===== config.mk =====
export PLATFORM = sky130hd
export DESIGN_NAME = serial_frame_tx
export DESIGN_NICKNAME = d
export VERILOG_FILES = /design/src/rtl/serial_frame_tx.sv
export SDC_FILE = /design/constraint.sdc
export NUM_CORES = 1
export LEC_CHECK = 0
export ABC_AREA = 1
export CELL_PAD_IN_SITES_DETAIL_PLACEMENT = 2
export CELL_PAD_IN_SITES_GLOBAL_PLACEMENT = 2
export CORE_MARGIN = 2
export CORE_UTILIZATION = 32
export DETAILED_ROUTE_END_ITERATION = 8
export PLACE_DENSITY = 0.82
export SETUP_SLACK_MARGIN = 0.2
export SLEW_MARGIN = 30
export SYNTH_ARGS = -nofsm -noshare
export SYNTH_HDL_FRONTEND = slang
export SYNTH_SLANG_ARGS = --single-unit

===== constraint.sdc =====
create_clock -name clk -period 2.8 [get_ports clk]
set_input_delay 0.56 -clock clk [delete_from_list [all_inputs] [get_ports clk]]
set_output_delay 0.56 -clock clk [all_outputs]
set_load 0.1 [all_outputs]

===== src/rtl/serial_frame_tx.sv =====
// rtl/serial_frame_tx.sv - serial frame transmitter: SOP, CMD(8), ADDR(24), DATA(32), optional PAR, GAP
// Optional even-parity bit after DATA: define SERIAL_FRAME_TX_PARITY_EN.
module serial_frame_tx #(
   parameter int CLKS_PER_BIT = 1,
   parameter int IDLE_GAP     = 2
) (
   input  logic        clk,
   input  logic        rst,
   input  logic        in_valid,
   output logic        in_ready,
   input  logic [7:0]  cmd,
   input  logic [23:0] addr,
   input  logic [31:0] data,
   output logic        tx,
   output logic        busy,
   output logic        done
);

   localparam logic [7:0] BIT_RELOAD = 8'(CLKS_PER_BIT - 1);
   localparam logic [3:0] GAP_RELOAD = 4'(IDLE_GAP - 1);

`ifdef SERIAL_FRAME_TX_PARITY_EN
   typedef enum logic [2:0] {S_IDLE, S_SOP, S_CMD, S_ADDR, S_DATA, S_PAR, S_GAP} state_t;
`else
   typedef enum logic [2:0] {S_IDLE, S_SOP, S_CMD, S_ADDR, S_DATA, S_GAP} state_t;
`endif

   state_t      state_q, state_d;
   logic [7:0]  bit_cnt_q, bit_cnt_d;
   logic [6:0]  idx_q, idx_d;
   logic [3:0]  gap_cnt_q, gap_cnt_d;
   logic [63:0] shreg_q, shreg_d;
   logic        tx_q, tx_d;
   logic        busy_q, busy_d;
   logic        done_q, done_d;
   logic        ready_q, ready_d;
   logic        bit_end;
   logic        last_bit;
`ifdef SERIAL_FRAME_TX_PARITY_EN
   logic        parity_q, parity_d;
`endif

   // Next-state logic: every output is computed one cycle ahead so the registers drive the pins.
   always_comb begin
      state_d   = state_q;
      bit_cnt_d = bit_cnt_q;
      idx_d     = idx_q;
      gap_cnt_d = gap_cnt_q;
      shreg_d   = shreg_q;
      tx_d      = tx_q;
      busy_d    = busy_q;
      ready_d   = ready_q;
`ifdef SERIAL_FRAME_TX_PARITY_EN
      parity_d  = parity_q;
`endif
      bit_end   = (bit_cnt_q == 8'd0);

      case (state_q)
         S_IDLE: begin
            tx_d   = 1'b1;
            busy_d = 1'b0;
            if (in_valid && ready_q) begin
               shreg_d   = {cmd, addr, data};
`ifdef SERIAL_FRAME_TX_PARITY_EN
               parity_d  = ^{cmd, addr, data};
`endif
               state_d   = S_SOP;
               tx_d      = 1'b0;
               busy_d    = 1'b1;
               ready_d   = 1'b0;
               bit_cnt_d = BIT_RELOAD;
               idx_d     = 7'd0;
            end else begin
               // Also raises in_ready on the first cycle out of reset.
               ready_d = 1'b1;
            end
         end
         default: begin
            if (!bit_end) begin
               bit_cnt_d = bit_cnt_q - 8'd1;
            end else begin
               bit_cnt_d = BIT_RELOAD;
               case (state_q)
                  S_SOP: begin
                     state_d = S_CMD;
                     idx_d   = 7'd0;
                     tx_d    = shreg_q[63];
                     shreg_d = {shreg_q[62:0], 1'b0};
                  end
                  S_CMD, S_ADDR, S_DATA: begin
                     if (idx_q == 7'd63) begin
`ifdef SERIAL_FRAME_TX_PARITY_EN
                        state_d = S_PAR;
                        tx_d    = parity_q;
`else
                        state_d   = S_GAP;
                        tx_d      = 1'b1;
                        gap_cnt_d = GAP_RELOAD;
`endif
                     end else begin
                        idx_d   = idx_q + 7'd1;
                        tx_d    = shreg_q[63];
                        shreg_d = {shreg_q[62:0], 1'b0};
                        if (idx_q == 7'd7) begin
                           state_d = S_ADDR;
                        end else if (idx_q == 7'd31) begin
                           state_d = S_DATA;
                        end
                     end
                  end
`ifdef SERIAL_FRAME_TX_PARITY_EN
                  S_PAR: begin
                     state_d   = S_GAP;
                     tx_d      = 1'b1;
                     gap_cnt_d = GAP_RELOAD;
                  end
`endif
                  S_GAP: begin
                     if (gap_cnt_q == 4'd0) begin
                        state_d = S_IDLE;
                        busy_d  = 1'b0;
                        ready_d = 1'b1;
                     end else begin
                        gap_cnt_d = gap_cnt_q - 4'd1;
                     end
                  end
                  default: state_d = S_IDLE;
               endcase
            end
         end
      endcase

      // done marks the final cycle of the final frame bit.
`ifdef SERIAL_FRAME_TX_PARITY_EN
      last_bit = (state_d == S_PAR);
`else
      last_bit = (state_d == S_DATA) && (idx_d == 7'd63);
`endif
      done_d = last_bit && (bit_cnt_d == 8'd0);
   end

   // State and output registers with synchronous reset.
   always_ff @(posedge clk) begin
      if (rst) begin
         state_q   <= S_IDLE;
         bit_cnt_q <= 8'd0;
         idx_q     <= 7'd0;
         gap_cnt_q <= 4'd0;
         shreg_q   <= 64'd0;
         tx_q      <= 1'b1;
         busy_q    <= 1'b0;
         done_q    <= 1'b0;
         ready_q   <= 1'b0;
`ifdef SERIAL_FRAME_TX_PARITY_EN
         parity_q  <= 1'b0;
`endif
      end else begin
         state_q   <= state_d;
         bit_cnt_q <= bit_cnt_d;
         idx_q     <= idx_d;
         gap_cnt_q <= gap_cnt_d;
         shreg_q   <= shreg_d;
         tx_q      <= tx_d;
         busy_q    <= busy_d;
         done_q    <= done_d;
         ready_q   <= ready_d;
`ifdef SERIAL_FRAME_TX_PARITY_EN
         parity_q  <= parity_d;
`endif
      end
   end

   assign tx       = tx_q;
   assign busy     = busy_q;
   assign done     = done_q;
   assign in_ready = ready_q;

endmodule


==> key figures <==
Run status
  • Status: finished, final reports clean

Layout
  • Non-filler cells, final: 881
  • Share of layout cells above drive strength 1: between 7 and 8%
  • Most common cell after layout, fill and taps aside: nand2_1
  • Antenna Cells: 0
  • Commonest non-fill, non-tap cells in the layout: nand2_1, dfxtp_1, o21ai_0, clkdlybuf4s50_1, a31oi_1
  • Final net count: 770
  • Layout area overhead: 25.4%

Floorplanning
  • Die Width: ~120 um
  • Io pins: 71
  • Total die area: 14,800 um2
  • Starting Density: roughly a third
  • FP Rows: 42
  • Core Box Area: 13,300 um2
  • Die Height: 122 um

Global route
  • Vias in the first global route: 4,841
  • Largest net degree at the start of global routing: 127
  • Global-route wire length before repair: 23,400 um
  • Total track usage: 20.0%
  • Antenna violations before repair: 0
  • GRT Residual Overflow: 0

STA
  • RSZ-0062 raised after global routing: false
  • Setup TNS: 0 ps
  • Final setup fails: 0
  • Slew margin rel.: 53.3%
  • Final worst path period need: between 2000 and 2500 ps
  • Worst Max-Slew Pin Slew: 700 ps
  • Max Slew Vio Count: 0
  • Clk_skew: 9.08 ps
  • Fin worst setup slack: 424 ps
  • Peak Freq: 421 MHz
  • Final hold violation count: 0
  • Fin crit share: 84.9%

Place
  • Post-DP HPWL: slightly below 10,000 um
  • Pre-CTS WS: 307 ps
  • Port Buffer Count: 70
  • Placer Congestion: 0.825
  • Placed insts: 864

Logic synthesis
  • Post-Synth Simple-Gate Area: 28.4%
  • Post-synth net total: 720
  • Synth Area in XOR/XNOR: less than 1%
  • Distinct cells, synth: 27
  • Post-Synthesis Mean Instance Area: 6.80 um2
  • Yosys warns: 0
  • Largest family of logic cells by synthesized area: simple AND/OR/NAND/NOR gates
  • Syn Inst Count: 650
  • Sequential area share after synthesis: 40.8%
  • Synth Area in Adders: 0.849%
  • Mux share of post-synthesis cell area: 0%
  • #FFs+latches synth: 90
  • Compound-cell area share of the yosys netlist: 20.4%
  • Post-Synthesis Cell Area: approximately 4400 um2

CTS
  • Setup Buffers After CTS: 0
  • Hold_buf cts: 0
  • CTS max path bufs: 2
  • Skew-Pair Late Insertion Delay: between 300 and 400 ps
  • TritonCTS clock tree: yes
  • # H-tree levels: 3
  • Clock-pin slew on the worst setup and hold paths: 70 ps
  • Sink Count: 90
  • Root Driver: clkbuf_16
  • CTS Buf Count: 9

Routing
  • Post-route ant nets: 0
  • WL final: 14,500 um
  • First-pass DRT Iterations: 4
  • Vias per inst: 5.13
  • Vias: 4,517
  • Initial DRC Count: 248
  • Routed WL per cell: about 16 um
  • Residual DRC: 0

Setup path
  • Delay-heaviest family, CP: simple AND/OR/NAND/NOR gates
  • Worst Setup End Kind: flop
  • CP max-delay cell: dfxtp_1
  • Setup Crit Path Kind: flop to flop
  • Data required, critical path: around 3000 ps
  • CP Launch Type: flop
  • Worst path buffer plus inverter count: 3
  • Crit path largest cell delay: 310 ps
  • Worst path cell trace: inv_1 > ha_1 > nand2_2 > nor2_4 > nor2_2 > nor2_2 > nand2_2 > inv_2 > buf_16 > o21ai_0 > a31oi_1
  • Arrival time worst endpoint: approximately 2600 ps
  • Worst R2R Setup Slack: 420 ps
  • Crit Path Max Fanout: 63

Pwr
  • Lkg Pwr: 2.29 nW
  • Maximum VDD drop: 0.323 mV
  • Power Dens Cells: 612 nW/um2
  • Pwr Total: 0.00339 W

Run
  • Max-Cap Viols: 0

Hold path
  • Hold Path Class: flop to flop
[where the power goes]
part | internal (W) | total, W | switching (W)
Combinational | 0.000221 | 0.000567 | 0.000346
Clock | 0.000808 | 0.00134 | 0.000534
Sequential | 0.00141 | 0.00148 | 0.0000701
[metrics by stage]
| stage | util, % | hold WS (ps) | cell area [um2] |
|---|---|---|---|
| after global placement | 38.8 | 448 | 5180 |
| final | 41.5 | 478 | 5540 |
| after detailed placement | 38.8 | 472 | 5180 |
| after global routing | 41.5 | 502 | 5540 |
| after floorplan | - | 431 | 4420 |
| after CTS | 41.3 | 483 | 5510 |
[kinds of logic after synthesis]
family	after synthesis
AND/OR/NAND/NOR	304
AO/OA/AOI/OAI	161
adder cells (fa/ha/maj)	3
XOR/XNOR	3
buffers and inverters	89
flip-flops	90
[registers in the layout, indices dropped and copies added, names as in the netlist]
signal,count
bit_cnt_q,8
busy,1
done,1
gap_cnt_q,4
idx_q,7
in_ready,1
shreg_q,64
state_q,3
tx,1
[final cells by class]
class	instances	area [um2]
timing repair buffer	77	781
clock inverter	6	87.6
inverter	51	191
tap	176	220
multi-input combinational	471	2220
sequential	90	1800
fill	1598	7810
clock buffer	10	239
[what timing repair did]
action / CTS / global route
endpoints found under the hold margin: 0 / 0
gates resized for setup: 0 / 1
setup endpoints to repair: 0 / 16
[path summary, 6_finish.rpt]
| check | start | endpoint | cells after the start |
|---|---|---|---|
| worst min register to register | shreg_q[54]$_SDFFE_PP0P_ | shreg_q[55]$_SDFFE_PP0P_ | 2 |
| worst max register to register | bit_cnt_q[0]$_SDFF_PP0_ | shreg_q[45]$_SDFFE_PP0P_ | 11 |
| worst min-delay path | shreg_q[54]$_SDFFE_PP0P_ | shreg_q[55]$_SDFFE_PP0P_ | 2 |
| worst max-delay path | bit_cnt_q[0]$_SDFF_PP0_ | shreg_q[45]$_SDFFE_PP0P_ | 11 |
[synth_stat cells]
cell      number  share of area, %
a211oi_1       1              0.17
a21oi_1       18               2.0
a31oi_1       65               9.2
buf_1          1             0.085
buf_2          5              0.57
buf_6          7               1.8
clkbuf_1      22               1.9
clkbuf_2       3              0.34
dfxtp_1       90                41
ha_1           3              0.85
inv_1         46               3.9
inv_2          5              0.42
nand2_1      214                18
nand2_2        4              0.57
nand3_1       25               2.8
nand3_2        1              0.23
nand4_1        2              0.28
nor2_1        47               4.0
nor2_2         7              0.99
nor2_4         2              0.51
nor2_8         1              0.45
nor3_4         1              0.37
o211ai_1       2              0.34
o21ai_0       70               7.9
o21ai_1        3              0.34
o21ai_2        2              0.40
xor2_1         3              0.59
[worst register-to-register path, stage by stage (launching register included)]
cell     delay [ps]
dfxtp_1         310
inv_1           130
ha_1            250
nand2_2         110
nor2_4          290
nor2_2          160
nor2_2          120
nand2_2          80
inv_2           160
buf_16          240
o21ai_0         220
a31oi_1         230
[metal layers]
metal	vias to the layer above	global-route usage [%]	routed length (um)
met5	-	0	0
met4	0	7.97	264
met3	16	2.68	274
met2	58	35.5	7340
met1	2199	24.3	6610
li1	2244	-	-
(Power assumes the default switching activity.)
